===== config.mk =====
export PLATFORM = sky130hd
export DESIGN_NAME = uart_cmd_parser
export DESIGN_NICKNAME = d
export VERILOG_FILES = /design/src/rtl/uart_pkg.sv /design/src/rtl/uart_timeout_ctr.sv /design/src/rtl/uart_cmd_parser.sv
export SDC_FILE = /design/constraint.sdc
export NUM_CORES = 1
export LEC_CHECK = 0
export BUFFER_PORTS_ARGS = -buffer_cell sky130_fd_sc_hd__buf_2
export CORE_MARGIN = 5
export CORE_UTILIZATION = 30
export DETAILED_ROUTE_END_ITERATION = 7
export SYNTH_ARGS = -nofsm -noshare
export SYNTH_HDL_FRONTEND = slang
export SYNTH_SLANG_ARGS = --single-unit

===== constraint.sdc =====
create_clock -name clk -period 2.5 [get_ports clk]
set_input_delay 0 -clock clk [delete_from_list [all_inputs] [get_ports clk]]
set_output_delay 0 -clock clk [all_outputs]
set_load 0.005 [all_outputs]

===== src/rtl/uart_pkg.sv =====
// Shared constants and types for the UART command parser.
// Frame start byte, error-code encodings and the parser state enum.
package uart_pkg;

    localparam logic [7:0] SOF = 8'hA5;

    localparam logic [1:0] ERR_NONE    = 2'd0;
    localparam logic [1:0] ERR_LEN     = 2'd1;
    localparam logic [1:0] ERR_TIMEOUT = 2'd2;
    localparam logic [1:0] ERR_CSUM    = 2'd3;

    typedef enum logic [1:0] {
        HUNT    = 2'd0,
        LEN     = 2'd1,
        PAYLOAD = 2'd2,
        CHECK   = 2'd3
    } parser_state_t;

endpackage


===== src/rtl/uart_timeout_ctr.sv =====
// Inter-byte idle counter for the UART command parser.
// expired fires on the enabled cycle whose tick brings the count to LIMIT.
module uart_timeout_ctr #(
    parameter int LIMIT = 100000
) (
    input  logic clk,
    input  logic rstn,
    input  logic clr,
    input  logic en,
    output logic expired
);

    localparam int W = $clog2(LIMIT + 1);

    logic [W-1:0] count;

    always_ff @(posedge clk or negedge rstn) begin
        if (!rstn) begin
            count <= '0;
        end else if (clr) begin
            count <= '0;
        end else if (en) begin
            count <= count + W'(1);
        end
    end

    assign expired = en && (count == W'(LIMIT - 1));

endmodule


===== src/rtl/uart_cmd_parser.sv =====
// Frame parser: SOF 0xA5, LEN, LEN payload bytes streamed out, optional CHK byte.
// Define UART_PARSER_CSUM_EN to require and verify the trailing checksum byte.
module uart_cmd_parser
    import uart_pkg::*;
#(
    parameter int MAX_LEN     = 16,
    parameter int TIMEOUT_CYC = 100000
) (
    input  logic       clk,
    input  logic       rstn,
    input  logic       rx_empty,
    input  logic [7:0] rdata,
    output logic       rduart,
    output logic [7:0] m_data,
    output logic       m_valid,
    input  logic       m_ready,
    output logic       m_last,
    output logic       frm_ok,
    output logic       frm_err,
    output logic [1:0] err_code
);

    parser_state_t state, state_n;
    logic       cap;
    logic       frm_ok_q, ok_now;
    logic [7:0] len, cnt, sum;
    logic [7:0] len_n, cnt_n, sum_n, m_data_n;
    logic       rd_n, m_valid_n, m_last_n, ok_n, err_n;
    logic [1:0] code_n;
    logic       accept, out_free, outstanding, payload_done, need_byte;
    logic       tmo_en, tmo_clr, tmo_expired;

    assign accept       = m_valid && m_ready;
    assign out_free     = !m_valid || m_ready;
    assign outstanding  = rduart || cap;
    assign payload_done = (state == PAYLOAD) && (cnt == len);
    assign need_byte    = (state != HUNT) && !payload_done;
    // A consumer stall is not an idle line, so the counter freezes while a byte is held.
    assign tmo_en       = need_byte && rx_empty && !outstanding && !(m_valid && !m_ready);
    assign tmo_clr      = cap || (state == HUNT);

`ifdef UART_PARSER_CSUM_EN
    assign ok_now = 1'b0;
`else
    assign ok_now = accept && m_last && (state == PAYLOAD);
`endif
    assign frm_ok = frm_ok_q | ok_now;

    uart_timeout_ctr #(.LIMIT(TIMEOUT_CYC)) u_tmo (
        .clk     (clk),
        .rstn    (rstn),
        .clr     (tmo_clr),
        .en      (tmo_en),
        .expired (tmo_expired)
    );

    always_ff @(posedge clk or negedge rstn) begin
        if (!rstn) begin
            state    <= HUNT;
            rduart   <= 1'b0;
            cap      <= 1'b0;
            m_data   <= 8'd0;
            m_valid  <= 1'b0;
            m_last   <= 1'b0;
            frm_ok_q <= 1'b0;
            frm_err  <= 1'b0;
            err_code <= ERR_NONE;
            len      <= 8'd0;
            cnt      <= 8'd0;
            sum      <= 8'd0;
        end else begin
            state    <= state_n;
            rduart   <= rd_n;
            cap      <= rduart;
            m_data   <= m_data_n;
            m_valid  <= m_valid_n;
            m_last   <= m_last_n;
            frm_ok_q <= ok_n;
            frm_err  <= err_n;
            err_code <= code_n;
            len      <= len_n;
            cnt      <= cnt_n;
            sum      <= sum_n;
        end
    end

    // Reads are decided two cycles ahead of the capture, so payload/check reads
    // wait until the output register is empty or draining this cycle.
    always_comb begin
        state_n   = state;
        m_data_n  = m_data;
        m_valid_n = accept ? 1'b0 : m_valid;
        m_last_n  = accept ? 1'b0 : m_last;
        ok_n      = 1'b0;
        err_n     = 1'b0;
        code_n    = err_code;
        len_n     = len;
        cnt_n     = cnt;
        sum_n     = sum;
        rd_n      = !rx_empty && !outstanding && !payload_done &&
                    (((state == PAYLOAD) || (state == CHECK)) ? out_free : 1'b1);

        case (state)
            HUNT: begin
                if (cap && (rdata == SOF)) state_n = LEN;
            end
            LEN: begin
                if (cap) begin
                    if ((rdata == 8'd0) || (rdata > 8'(MAX_LEN))) begin
                        err_n   = 1'b1;
                        code_n  = ERR_LEN;
                        state_n = HUNT;
                    end else begin
                        len_n   = rdata;
                        cnt_n   = 8'd0;
                        sum_n   = rdata;
                        state_n = PAYLOAD;
                    end
                end
            end
            PAYLOAD: begin
                if (cap) begin
                    m_data_n  = rdata;
                    m_valid_n = 1'b1;
                    m_last_n  = ((cnt + 8'd1) == len);
                    cnt_n     = cnt + 8'd1;
                    sum_n     = sum + rdata;
`ifdef UART_PARSER_CSUM_EN
                    if ((cnt + 8'd1) == len) state_n = CHECK;
`endif
                end
`ifndef UART_PARSER_CSUM_EN
                if (payload_done && accept) state_n = HUNT;
`endif
            end
            CHECK: begin
`ifdef UART_PARSER_CSUM_EN
                if (cap) begin
                    if (8'(sum + rdata) == 8'd0) begin
                        ok_n = 1'b1;
                    end else begin
                        err_n  = 1'b1;
                        code_n = ERR_CSUM;
                    end
                    state_n = HUNT;
                end
`else
                state_n = HUNT;
`endif
            end
            default: state_n = HUNT;
        endcase

        if (tmo_expired) begin
            state_n   = HUNT;
            err_n     = 1'b1;
            code_n    = ERR_TIMEOUT;
            m_valid_n = 1'b0;
            m_last_n  = 1'b0;
        end
    end

endmodule

## Word-level counts from Yosys, hierarchy flattened

Cells that the tools add are included.

- Register bits: 50
- Bits of input ports: 12
- Output and inout bits: 15
- Logic and storage cells: 96

- $add $sub $neg: 2
- Order comparisons: 1
- Equality and inequality tests: 13
- Mux-type cells: 29
- Bitwise logic cells: 1
- Reduce and logical (&&, ||, !) cells: 39

Operator list:

| kind | count |
|---|---|
| 2-to-1 mux 17 bit | 2 |
| 2-to-1 mux 8 bit | 3 |
| 2-to-1 mux 2 bit | 9 |
| adder 17 x 1 -> 17 bit (second input constant) | 1 |
| == test 17 bit (second input constant) | 1 |
| == test 8 bit | 2 |
| one-hot mux 8 bit (2 select lines) | 1 |
| logical AND 1 bit | 15 |
| 2-to-1 mux 1 bit | 13 |
| nonzero test 2 bit | 6 |
| AND reduction 3 bit | 3 |
| adder 8 x 1 -> 8 bit (second input constant) | 1 |
| == test 8 bit (second input constant) | 1 |
| greater-than comparator 8 x 5 -> 1 bit (second input constant) | 1 |
| zero test 8 bit | 1 |
| one-hot mux 2 bit (4 select lines) | 1 |
| zero test 1 bit | 6 |
| inequality test 2 bit (second input constant) | 3 |
| inequality test 3 x 2 -> 1 bit (second input constant) | 2 |
| logical OR 1 bit | 5 |
| == test 2 bit (second input constant) | 2 |
| AND reduction 4 bit | 1 |
| inequality test 3 bit (second input constant) | 1 |
| == test 2 x 1 -> 1 bit (second input constant) | 1 |
| 3 further kinds | 3 |

## Longest topological paths before layout

- Word-level depth: 10
- Gate-level depth with buffers: 8
- Mapped depth without buffers: 6

## Modules after synthesis

From an unflattened synthesis, not the netlist that was laid out.

- Cell total of the unflattened synthesis: 276
- Area total of the unflattened synthesis: 2,670.1 um^2

Modules (own cells, without submodules):

| module | instances | cells an instance | area an instance (um^2) | sequential area each (um^2) |
|---|---|---|---|---|
| uart_cmd_parser | 1 | 181 | 1,745.4 | 825.8 |
| uart_timeout_ctr | 1 | 95 | 924.6 | 425.4 |

## Worst setup path before layout

No wires, ideal clock.

- Path type: register to register
- From: register u_tmo.count[0]
- To: register u_tmo.count[16]
- Setup time: 129 ps
- Data arrival time: 1,932 ps
- Data required time: 2,371 ps
- Path slack: 439 ps
- Cell stages (with the launch flop): 7
- Buffers on the path: 0
- Clock period less this slack: 2,061 ps
- Path through: dfrtp_1 > ha_1 > nand4_1 > or4b_4 > or4_4 > o211ai_1 > o31ai_1

- Longest elaborated chain between the ends: 3

RTL lines:

| item | RTL line | RTL |
|---|---|---|
| from (decl) | uart_timeout_ctr.sv:15 | `logic [W-1:0] count;` |
| from (signal assigned) | uart_timeout_ctr.sv:23 | `count <= count + W'(1);` |
| adder 17 x 1 -> 17 bit | uart_timeout_ctr.sv:23 |  |
| 2-to-1 mux 17 bit | uart_timeout_ctr.sv:22 | `end else if (en) begin` |
| 2-to-1 mux 17 bit | uart_timeout_ctr.sv:20 | `end else if (clr) begin` |

Every way passes these cells. The select of a mux whose other input is x is not followed.
A chain may end at the register's enable or synchronous reset.

## Final worst setup path

Same ends and word-level chain as after synthesis.

==> metrics.yaml <==
status: "finished clean"
cp.required_ns: 2.69
pwr-share-seq_pct: 58.0
drt_iter0_markers: 118
vias: 2103
clk_pin_slew_ns: 0.10
synthSimpleGateAreaFrac_pct: 25.7
switching_share_pct: 26.0
cts_tree: "yes"
report.final.slew_viol_count: 0
ir_worst_vdd_v: 0.000205
async_flop_share_pct: 100
fillCellCount: 884
route.detailed.drc: 0
synth_top_area_cell: "dfrtp_1"
clk_latency_ns: 0.31
min_period_over_period_pct: 87.0
io_pins: 27
finalCriticalPeriod_ns: 2.18
hold_viol: 0
clockBufferDepth: 2
yosysUniqueCellTypes: 50
rows: 34
ys_ff_latch: 50
num_antenna_cells: 0
finalSetupTns_ns: 0
synthesis.area_sq_mm: 0.00260
antenna_found_initial: 0
place.gp.congestion: 0.776
synth_commonest_cells: "dfrtp_1 (50), nand2_1 (43), a21oi_1 (15), o21ai_0 (15), nor2_1 (10)"
path_cells: "ha_1 -> nand4_1 -> or4b_4 -> or4_4 -> o211ai_1 -> o31ai_1"
cap_violations: 0
max_stage_delay_ns: 0.53
synth.most_common_cell: "dfrtp_1"
p_per_area_mw_per_mm2: 476
yosys.area.top_type_share_pct: 48.1
finalClockSkew_ns: 0.00918
worst-setup-path-type: "reg -> reg"
yosysSeqAreaShare_pct: 48.1
synth_top_family_by_area: "simple AND/OR/NAND/NOR gates"
syn_area_per_cell_sq_um: 9.64
setup_viol: 0
vias_per_cell: 5.03
cts_buffers: 5
cellLeakagePower_nw: 1.26
grt_pass1_wl_um: 9730
numPortBuffers: 26
synth_enable_flop_cells: 0
post_cts_buffers: 0
synth_flop_cell: "dfrtp_1"
nNetsFinal: 323
synth_area_leaders: "dfrtp_1 (48%), nand2_1 (6.2%), mux2_2 (3.5%)"
core_area_sq_mm: 0.00859
worst-path-max-fanout: 4
synth_xor_area_share_pct: 4.37
synth_fp_nets: 284
dp_cells: 400
layout.cells.non_filler: 418
die_y_um: 103
maxSlewHeadroom_pct: 56.0
h-tree-depth: 2
ys_warn_count: 0
setup.worst_path.start_class: "flip-flop"
tightestPinTransition_ns: 0.656
die_w_um: 103
power.internal_w: 0.00108
power_w: 0.00146
pwr-share-comb_pct: 8.9
utilization_pct: 35.6
ant_nets: 0
cts_repair_resize_count: 0
finalWorstSetupSlack_ns: 0.325
slowest_stage: "or4b_4"
clockRootBuffer: "clkbuf_8"
rsz0062_at_grt: "no"
overflow: 0
grt_max_degree: 30
synthMuxAreaShare_pct: 5.38
crit_arrival_ns: 2.36
synth_cells: 270
p_sw_w: 0.000379
grt_pass1_vias: 1961
cp-end-kind: "flip-flop"
hold_path_class: "in -> reg"
initial_utilization_pct: 30.3
drive_gt1_share_pct: 19.0
fmax_ghz: 0.460
drtPass1Iterations: 5
syn_to_final_growth_pct: 17.3
cts_sinks: 50
dp_hpwl_um: 4210
grtUsageTotal_pct: 11.7
drt-wirelength-per-cell_um: 13.9
synth_compound_area_share_pct: 13.0
wirelength_um: 5810
die_area_sq_mm: 0.0106
cts_hold_buf: 10
clkPwrFrac_pct: 33.1
synth_fa_ha_area_share_pct: 0.961
dp_slack_ns: 0.325
worst max-delay path: cells and delay by family, from the launching register on:
kind	cells	cell delay, ns
flip-flops	1	0.39
AND/OR/NAND/NOR	3	1.20
AO/OA/AOI/OAI	2	0.27
adder cells (fa/ha/maj)	1	0.19
routing by layer:
layer  wire length [um]  global-route usage, %  part of all wire [%]  vias up
met2               2770                   18.4                    48       22
met5                  0                      0                     0        -
met3                151                   2.44                   2.6        5
met4                 61                   3.98                   1.0        0
li1                   -                      -                     -     1063
met1               2830                   16.0                    49     1013
final cells by class:
| type | count | area, sq um | area share, % |
|---|---|---|---|
| Sequential cell | 50 | 1250 | 41.0 |
| Clock buffer | 5 | 68.8 | 2.25 |
| Clock inverter | 3 | 21.3 | 0.696 |
| Inverter | 5 | 18.8 | 0.614 |
| Timing Repair Buffer | 42 | 275 | 9.01 |
| Multi-Input combinational cell | 205 | 1280 | 42.1 |
| Tap cell | 108 | 135 | 4.42 |
cell usage in the layout, fill, tap and decap left out, types with 6 or more instances in the layout:
cell and instances:
dfrtp_1 50, nand3_1 9, buf_2 26, o31ai_1 7, nor2_1 10, nor3_1 6, o21ai_0 15, nand2_1 43
nor4_1 7, nand4_1 7, dlygate4sd3_1 10, mux2_2 8, or3_1 9, xnor2_1 9, a21oi_1 15, buf_4 6
worst paths after layout:
check / cells past startpoint / startpoint / endpoint / slack, ns
min in group asynchronous: 2 / rstn / u_tmo.count[5] / 0.20
setup / recovery: 6 / u_tmo.count[0] / u_tmo.count[16] / 0.32
hold / removal: 3 / m_ready / m_valid / 0.09
max in group asynchronous: 3 / rstn / rduart / 1.54
hold reg to reg: 2 / m_data[3] / m_data[3] / 0.47
setup reg to reg: 6 / u_tmo.count[0] / u_tmo.count[16] / 0.32
registers in the layout, indices dropped and copies added, names as in the netlist, 2 cells and up:
signal and flops:
u_tmo.count 17, cnt 8, len 8, m_data 8, err_code 2, state 2
kinds of logic after synthesis:
| family | Yosys count |
|---|---|
| flip-flops | 50 |
| AND/OR/NAND/NOR | 123 |
| buffers and inverters | 15 |
| AO/OA/AOI/OAI | 54 |
| multiplexers | 13 |
| XOR/XNOR | 13 |
| adder cells (fa/ha/maj) | 2 |
power groups by stage:
stage | logic (W) | registers, W | clock network, W
2_1_floorplan | 0.0000728 | 0.000850 | 0
3_3_place_gp | 0.000117 | 0.000860 | 0
3_5_place_dp | 0.000119 | 0.000860 | 0
4_1_cts | 0.000131 | 0.000845 | 0.000503
5_1_grt | 0.000147 | 0.000847 | 0.000538
6_report | 0.000129 | 0.000845 | 0.000482
stage by stage:
stage	area [sq um]	hold slack, ns
2_1_floorplan	2600	-0.296
5_1_grt	3060	0.122
3_5_place_dp	2870	0.00710
3_3_place_gp	2870	0.00884
6_report	3060	0.0937
4_1_cts	3060	0.0844
Power figures use the tool's default switching activity.
